[src/rtl/host_cmd_pkg.sv]
// host_cmd_tx shared definitions.
// Frame codes, command encodings, serializer states, byte counts.
package host_cmd_pkg;

  localparam logic [7:0] CODE_WR     = 8'hAA;
  localparam logic [7:0] CODE_RD     = 8'hBB;
  localparam logic [7:0] CODE_ALU_OP = 8'hCC;
  localparam logic [7:0] CODE_ALU    = 8'hDD;

  typedef enum logic [1:0] {
    CMD_WR     = 2'd0,
    CMD_RD     = 2'd1,
    CMD_ALU_OP = 2'd2,
    CMD_ALU    = 2'd3
  } cmd_type_e;

  typedef enum logic [2:0] {
    S_IDLE,
    S_START,
    S_DATA,
    S_PARITY,
    S_STOP
  } ser_state_e;

  localparam logic [2:0] NB_WR     = 3'd3;
  localparam logic [2:0] NB_RD     = 3'd2;
  localparam logic [2:0] NB_ALU_OP = 3'd4;
  localparam logic [2:0] NB_ALU    = 3'd2;

  function automatic logic [2:0] cmd_nbytes(cmd_type_e t);
    logic [2:0] n;
    case (t)
      CMD_WR:     n = NB_WR;
      CMD_RD:     n = NB_RD;
      CMD_ALU_OP: n = NB_ALU_OP;
      default:    n = NB_ALU;
    endcase
    return n;
  endfunction

  function automatic logic [7:0] cmd_code(cmd_type_e t);
    logic [7:0] c;
    case (t)
      CMD_WR:     c = CODE_WR;
      CMD_RD:     c = CODE_RD;
      CMD_ALU_OP: c = CODE_ALU_OP;
      default:    c = CODE_ALU;
    endcase
    return c;
  endfunction

endpackage

[src/rtl/host_cmd_tx_uart_byte_ser.sv]
// One UART character: start, data LSB first, parity, stop.
// A load in the last stop cycle chains the next byte with no gap.
module uart_byte_ser
  import host_cmd_pkg::*;
#(
  parameter int BIT_CYCLES = 8,
  parameter int DATA_WIDTH = 8
) (
  input  logic                  clk,
  input  logic                  rst,
  input  logic                  load,
  input  logic [DATA_WIDTH-1:0] byte_in,
  input  logic                  par_en,
  input  logic                  par_typ,
  output logic                  idle,
  output logic                  done,
  output logic                  tx
);

  localparam int IW = (DATA_WIDTH > 1) ? $clog2(DATA_WIDTH) : 1;
  localparam logic [7:0]    CNT_MAX = 8'(BIT_CYCLES - 1);
  localparam logic [IW-1:0] IDX_MAX = IW'(DATA_WIDTH - 1);

  ser_state_e            state_q, state_d;
  logic [7:0]            cnt_q, cnt_d;
  logic [IW-1:0]         idx_q, idx_d;
  logic [DATA_WIDTH-1:0] sh_q, sh_d;
  logic                  pbit_q, pbit_d;
  logic                  pen_q, pen_d;
  logic                  tx_q, tx_d;
  logic                  tick;
  logic                  take;

  assign tick = (cnt_q == CNT_MAX);
  assign idle = (state_q == S_IDLE);
  assign take = load &&
    (idle || (state_q == S_STOP && tick));
  assign tx   = tx_q;

  // next state, next line level and byte-done pulse
  always_comb begin
    state_d = state_q;
    cnt_d   = (idle || tick) ? 8'd0 : cnt_q + 8'd1;
    idx_d   = idx_q;
    sh_d    = sh_q;
    pbit_d  = pbit_q;
    pen_d   = pen_q;
    tx_d    = tx_q;
    done    = 1'b0;
    case (state_q)
      S_IDLE: tx_d = 1'b1;
      S_START: begin
        if (tick) begin
          state_d = S_DATA;
          tx_d    = sh_q[0];
        end
      end
      S_DATA: begin
        if (tick) begin
          if (idx_q == IDX_MAX) begin
            idx_d   = '0;
            state_d = pen_q ? S_PARITY : S_STOP;
            tx_d    = pen_q ? pbit_q : 1'b1;
          end else begin
            idx_d = idx_q + IW'(1);
            sh_d  = sh_q >> 1;
            tx_d  = sh_d[0];
          end
        end
      end
      S_PARITY: begin
        if (tick) begin
          state_d = S_STOP;
          tx_d    = 1'b1;
        end
      end
      S_STOP: begin
        if (tick) begin
          done    = 1'b1;
          state_d = S_IDLE;
          tx_d    = 1'b1;
        end
      end
      default: begin
        state_d = S_IDLE;
        tx_d    = 1'b1;
      end
    endcase
    if (take) begin
      state_d = S_START;
      tx_d    = 1'b0;
      sh_d    = byte_in;
      pbit_d  = (^byte_in) ^ par_typ;
      pen_d   = par_en;
      idx_d   = '0;
    end
  end

  // serializer state register
  always_ff @(posedge clk) begin
    if (rst) begin
      state_q <= S_IDLE;
      cnt_q   <= '0;
      idx_q   <= '0;
      sh_q    <= '0;
      pbit_q  <= 1'b0;
      pen_q   <= 1'b0;
      tx_q    <= 1'b1;
    end else begin
      state_q <= state_d;
      cnt_q   <= cnt_d;
      idx_q   <= idx_d;
      sh_q    <= sh_d;
      pbit_q  <= pbit_d;
      pen_q   <= pen_d;
      tx_q    <= tx_d;
    end
  end

endmodule

[src/rtl/host_cmd_tx.sv]
// Host command transmitter: captures a command and sends
// its byte sequence as back-to-back UART characters.
module host_cmd_tx
  import host_cmd_pkg::*;
#(
  parameter int BIT_CYCLES    = 8,
  parameter int DATA_WIDTH    = 8,
  parameter int ADDRESS_WIDTH = 4,
  parameter int ALU_FUN_WIDTH = 4
) (
  input  logic                     CLK,
  input  logic                     RST,
  input  logic                     CMD_VALID,
  output logic                     CMD_READY,
  input  logic [1:0]               CMD_TYPE,
  input  logic [ADDRESS_WIDTH-1:0] CMD_ADDR,
  input  logic [DATA_WIDTH-1:0]    CMD_DATA,
  input  logic [DATA_WIDTH-1:0]    CMD_OPB,
  input  logic [ALU_FUN_WIDTH-1:0] CMD_FUN,
  input  logic                     PAR_EN,
  input  logic                     PAR_TYP,
  output logic                     TX_OUT,
  output logic                     BUSY,
  output logic                     FRAME_DONE
);

  cmd_type_e                typ_q, typ_d;
  logic [ADDRESS_WIDTH-1:0] addr_q, addr_d;
  logic [DATA_WIDTH-1:0]    data_q, data_d;
  logic [DATA_WIDTH-1:0]    opb_q, opb_d;
  logic [ALU_FUN_WIDTH-1:0] fun_q, fun_d;
  logic                     pen_q, pen_d;
  logic                     ptyp_q, ptyp_d;
  logic [1:0]               bidx_q, bidx_d;

  logic                  ser_idle;
  logic                  ser_done;
  logic                  ser_load;
  logic                  ser_pen;
  logic                  ser_ptyp;
  logic [DATA_WIDTH-1:0] byte_sel;
  logic                  accept;
  logic                  last;
  logic [1:0]            nidx;

  assign accept     = CMD_VALID && ser_idle;
  assign CMD_READY  = ser_idle;
  assign BUSY       = !ser_idle;
  assign last       = (bidx_q ==
    2'(cmd_nbytes(typ_q) - 3'd1));
  assign nidx       = bidx_q + 2'd1;
  assign FRAME_DONE = ser_done && last;
  assign ser_load   = accept || (ser_done && !last);
  assign ser_pen    = accept ? PAR_EN : pen_q;
  assign ser_ptyp   = accept ? PAR_TYP : ptyp_q;

  // command capture and byte index
  always_comb begin
    typ_d  = typ_q;
    addr_d = addr_q;
    data_d = data_q;
    opb_d  = opb_q;
    fun_d  = fun_q;
    pen_d  = pen_q;
    ptyp_d = ptyp_q;
    bidx_d = bidx_q;
    if (accept) begin
      typ_d  = cmd_type_e'(CMD_TYPE);
      addr_d = CMD_ADDR;
      data_d = CMD_DATA;
      opb_d  = CMD_OPB;
      fun_d  = CMD_FUN;
      pen_d  = PAR_EN;
      ptyp_d = PAR_TYP;
      bidx_d = 2'd0;
    end else if (ser_done) begin
      bidx_d = last ? 2'd0 : nidx;
    end
  end

  // byte to load: frame code on accept, else next field
  always_comb begin
    byte_sel = '0;
    if (accept) begin
      byte_sel = DATA_WIDTH'(
        cmd_code(cmd_type_e'(CMD_TYPE)));
    end else begin
      case (typ_q)
        CMD_WR:
          byte_sel = (nidx == 2'd1) ?
            DATA_WIDTH'(addr_q) : data_q;
        CMD_RD:
          byte_sel = DATA_WIDTH'(addr_q);
        CMD_ALU_OP: begin
          case (nidx)
            2'd1:    byte_sel = data_q;
            2'd2:    byte_sel = opb_q;
            default: byte_sel = DATA_WIDTH'(fun_q);
          endcase
        end
        default:
          byte_sel = DATA_WIDTH'(fun_q);
      endcase
    end
  end

  // captured command registers
  always_ff @(posedge CLK) begin
    if (RST) begin
      typ_q  <= CMD_WR;
      addr_q <= '0;
      data_q <= '0;
      opb_q  <= '0;
      fun_q  <= '0;
      pen_q  <= 1'b0;
      ptyp_q <= 1'b0;
      bidx_q <= 2'd0;
    end else begin
      typ_q  <= typ_d;
      addr_q <= addr_d;
      data_q <= data_d;
      opb_q  <= opb_d;
      fun_q  <= fun_d;
      pen_q  <= pen_d;
      ptyp_q <= ptyp_d;
      bidx_q <= bidx_d;
    end
  end

  uart_byte_ser #(
    .BIT_CYCLES(BIT_CYCLES),
    .DATA_WIDTH(DATA_WIDTH)
  ) u_ser (
    .clk    (CLK),
    .rst    (RST),
    .load   (ser_load),
    .byte_in(byte_sel),
    .par_en (ser_pen),
    .par_typ(ser_ptyp),
    .idle   (ser_idle),
    .done   (ser_done),
    .tx     (TX_OUT)
  );

endmodule

[config.mk]
export PLATFORM = sky130hd
export DESIGN_NAME = host_cmd_tx
export DESIGN_NICKNAME = d
export VERILOG_FILES = /design/src/rtl/host_cmd_pkg.sv /design/src/rtl/host_cmd_tx_uart_byte_ser.sv /design/src/rtl/host_cmd_tx.sv
export SDC_FILE = /design/constraint.sdc
export NUM_CORES = 1
export LEC_CHECK = 0
export ABC_AREA = 1
export BUFFER_PORTS_ARGS = -buffer_cell sky130_fd_sc_hd__clkbuf_2
export CORE_MARGIN = 2
export CORE_UTILIZATION = 40
export DETAILED_ROUTE_END_ITERATION = 7
export PLACE_DENSITY = 0.62
export SYNTH_ARGS = -nofsm -noshare
export SYNTH_HDL_FRONTEND = slang
export SYNTH_HIERARCHICAL = 1
export SYNTH_SLANG_ARGS = --single-unit
[constraint.sdc]
create_clock -name CLK -period 5.6 [get_ports CLK]
set_clock_uncertainty 0.1 [all_clocks]
set_input_delay 1.12 -clock CLK [delete_from_list [all_inputs] [get_ports CLK]]
set_output_delay 1.12 -clock CLK [all_outputs]
set_load 0.05 [all_outputs]
==> flow_summary.yaml <==
status:
  outcome: "complete, no violations"
timing:
  tightest_slew_ns: 0.756
  holdWs_ns: 0.363
  setup_ws_ns: 2.39
  setup_viol: 0
  finalHoldViolations: 0
  slew_violations: 0
  min_period_ns: 3.21
  slew_headroom: 0.496
  post-route-period-util: 0.573
  finalSetupTns_ns: 0
  rsz0062_at_grt: "no"
  fmax_mhz: 312
floorplanning:
  die_y_um: 88.9
  die-area_mm2: 0.00791
  die_width_um: 88.9
  io-pin-count: 35
  num_rows: 30
  start_util: 0.420
  core_area_mm2: 0.00687
setup_path:
  start_kind: "flip-flop"
  slowest_delay_ns: 0.38
  worstPathRequired_ns: 4.38
  cpMostUsedCell: "inv_1"
  cp_slowest_cell: "dfxtp_1"
  endpoint_kind: "output pin"
  critPathMaxFanout: 8
  path_class: "reg2out"
  worstPathCellList: "ha_1, nand3_2, nor2_4, nand2_4, inv_1, inv_1, nor2_1, clkbuf_2"
  cp_data_arrival_time_ns: 1.99
power:
  ir_drop_uv: 153
  cellPowerDensity_mw_per_mm2: 462
  p_int_mw: 0.800
  p_leak_nw: 1.49
  comb_power_share: 0.498
  switching_share: 0.459
  p_seq_frac: 0.348
  clkPwrFrac: 0.154
  power.switching_mw: 0.679
logic_synthesis:
  ys_types: 38
  ys_seq_elements: 55
  avgSynthCellArea_um2: 6.85
  synth_nets: 457
  synth-warning-count: 6
  yosysSeqAreaShare: 0.382
  syn_inst: 421
  syn_area_mm2: 0.00289
detailed_routing:
  antenna_left: 0
  drtIter0Drc: 79
  wire_per_inst_um: 11.0
  via_per_inst: 4.68
  first_pass_iters: 4
  drc_errors: 0
  routed_wl_um: 6040
  via_count: 2562
global_route:
  grt_pass1_vias: 2373
  antenna_found_initial: 0
  grt_use_total: 0.166
  grt-ovfl-total: 0
  grt_pass1_wl_um: 10400
  grt_max_degree: 47
cts:
  post_cts_buffers: 0
  cts_tree: "built"
  cts_buffer_depth: 2
  numCtsBuffers: 5
  cts.sinks: 55
  path_clk_slew_ns: 0.10
  clock_latency_ns: 0.32
  root_buffer: "clkbuf_8"
  ctsHtreeMaxLevel: 2
  cts-resized-gates: 0
  cts_hold_buf: 0
hold_path:
  hp-class: "reg2reg"
placement:
  hpwl_um: 4450
  gp_congestion: 0.824
  io_buffers: 34
  dp_worst_setup_slack_ns: 2.35
  dp.cells: 540
layout:
  antenna_cells: 0
  nNetsFinal: 487
  drive_gt1_frac: 0.142
  stdcell_count: 548
  fillers: 733
  syn_to_final_growth_pct: 10.8
  utilization: 0.466
  seq_area_mm2: 0.00110
  multiInputGateArea_mm2: 0.00152
job:
  maxCapViolations: 0
## critical path, delay by kind of cell (launching register included)
kind | cells | cell delay [ns]
buf+inv | 3 | 0.46
fa+ha+maj | 1 | 0.22
simple gates | 4 | 0.62
flops | 1 | 0.38
## path summary, 6_finish.rpt
kind                         start             end  slack [ns]  cells past startpoint
setup / recovery    u_ser/cnt_q[0]      FRAME_DONE        2.39                      8
hold / removal      u_ser/cnt_q[7]  u_ser/cnt_q[7]        0.36                      1
setup reg to reg  u_ser/state_q[1]    u_ser/pbit_q        2.74                     15
hold reg to reg     u_ser/cnt_q[7]  u_ser/cnt_q[7]        0.36                      1
## kinds of logic after synthesis
family          count (synthesis)  synth area share
buf+inv                        62            0.0911
flops                          55             0.382
compound gates                 65             0.136
simple gates                  227             0.348
xor+xnor                        7            0.0212
fa+ha+maj                       5            0.0217
## metal layers
metal / vias up / track usage / part of all wire / wire length [um]
met1: 1102 / 0.214 / 0.50 / 3000
met5: - / 0 / 0 / 0
met3: 5 / 0.0332 / 0.044 / 266
met4: 0 / 0.0366 / 0.0083 / 50
li1: 1413 / - / - / -
met2: 42 / 0.288 / 0.45 / 2730
## through the flow
step                cell area (um2)  total power [mW]
CTS                            3200              1.49
global route                   3200              1.63
floorplan                      2890              1.15
global placement               3100              1.25
finish                         3200              1.48
detailed placement             3100              1.26
## cells in the mapped netlist
cell type  number  area, um2
nand3_2         3       30.0
a21oi_1        30        150
buf_1           1       3.75
ha_1            5       62.6
o211a_1         2       20.0
nand3b_1        1       7.51
buf_2           6       30.0
a22o_1          2       17.5
a21oi_2         2       17.5
o21bai_1        2       15.0
nor3b_1         1       7.51
buf_6           3       33.8
nor2_2          1       6.26
inv_2           4       15.0
or2_0           1       6.26
xor2_1          4       35.0
nor3_1          3       15.0
clkbuf_1        1       3.75
dfxtp_1        55       1100
nand3_1        44        220
or2_4           1       8.76
a211oi_1        7       52.6
xnor2_1         3       26.3
nand2_4         4       45.0
or2_2           3       18.8
clkinv_1        1       3.75
o22ai_1         2       12.5
nand4_1         2       12.5
o21ai_0        13       65.1
nand2_2         2       12.5
a21boi_4        1       18.8
nand2_1       119        447
o21ai_1         1       5.00
nor2_4          1       11.3
nor4_1          1       6.26
nor2_1         40        150
inv_1          46        173
a31oi_1         3       18.8
## state kept, by name, summed over array words and instances (netlist names)
register / flops
typ_q: 2
pen_q: 1
u_ser/state_q: 3
bidx_q: 2
u_ser/cnt_q: 8
opb_q: 8
addr_q: 4
fun_q: 4
data_q: 8
u_ser/pen_q: 1
u_ser/pbit_q: 1
u_ser/sh_q: 8
ptyp_q: 1
u_ser/idx_q: 3
u_ser/tx: 1
## cells in the final DEF (no fill, tap or decap), drive strengths merged
master / netlist / final
a21boi: 1 / 1
clkinv: 1 / 3
nand3: 47 / 47
nand2: 125 / 125
o21ai: 14 / 14
a21oi: 32 / 32
a22o: 2 / 2
inv: 50 / 50
o211a: 2 / 2
or2: 5 / 5
dfxtp: 55 / 55
o21bai: 2 / 2
xnor2: 3 / 3
nor3b: 1 / 1
o22ai: 2 / 2
xor2: 4 / 4
nand4: 2 / 2
a31oi: 3 / 3
nor3: 3 / 3
clkbuf: 1 / 39
ha: 5 / 5
clkinvlp: 0 / 1
nor2: 42 / 42
a211oi: 7 / 7
nand3b: 1 / 1
nor4: 1 / 1
## power groups by stage
stage          sequential, mW  clock [mW]  combinational [mW]
2_1_floorplan           0.524           0               0.625
4_1_cts                 0.515       0.235               0.742
3_5_place_dp            0.524           0               0.741
5_1_grt                 0.525       0.251               0.852
6_report                0.515       0.227               0.737
3_3_place_gp            0.522           0               0.730
## final cells by class
cell class,instances,share of cell area
inverter,51,0.0599
clock buffer,5,0.0215
clock inverter,3,0.00782
tap,96,0.0376
multi-input combinational,304,0.476
timing repair buffer,34,0.0532
sequential,55,0.344
(Power assumes the default switching activity.)
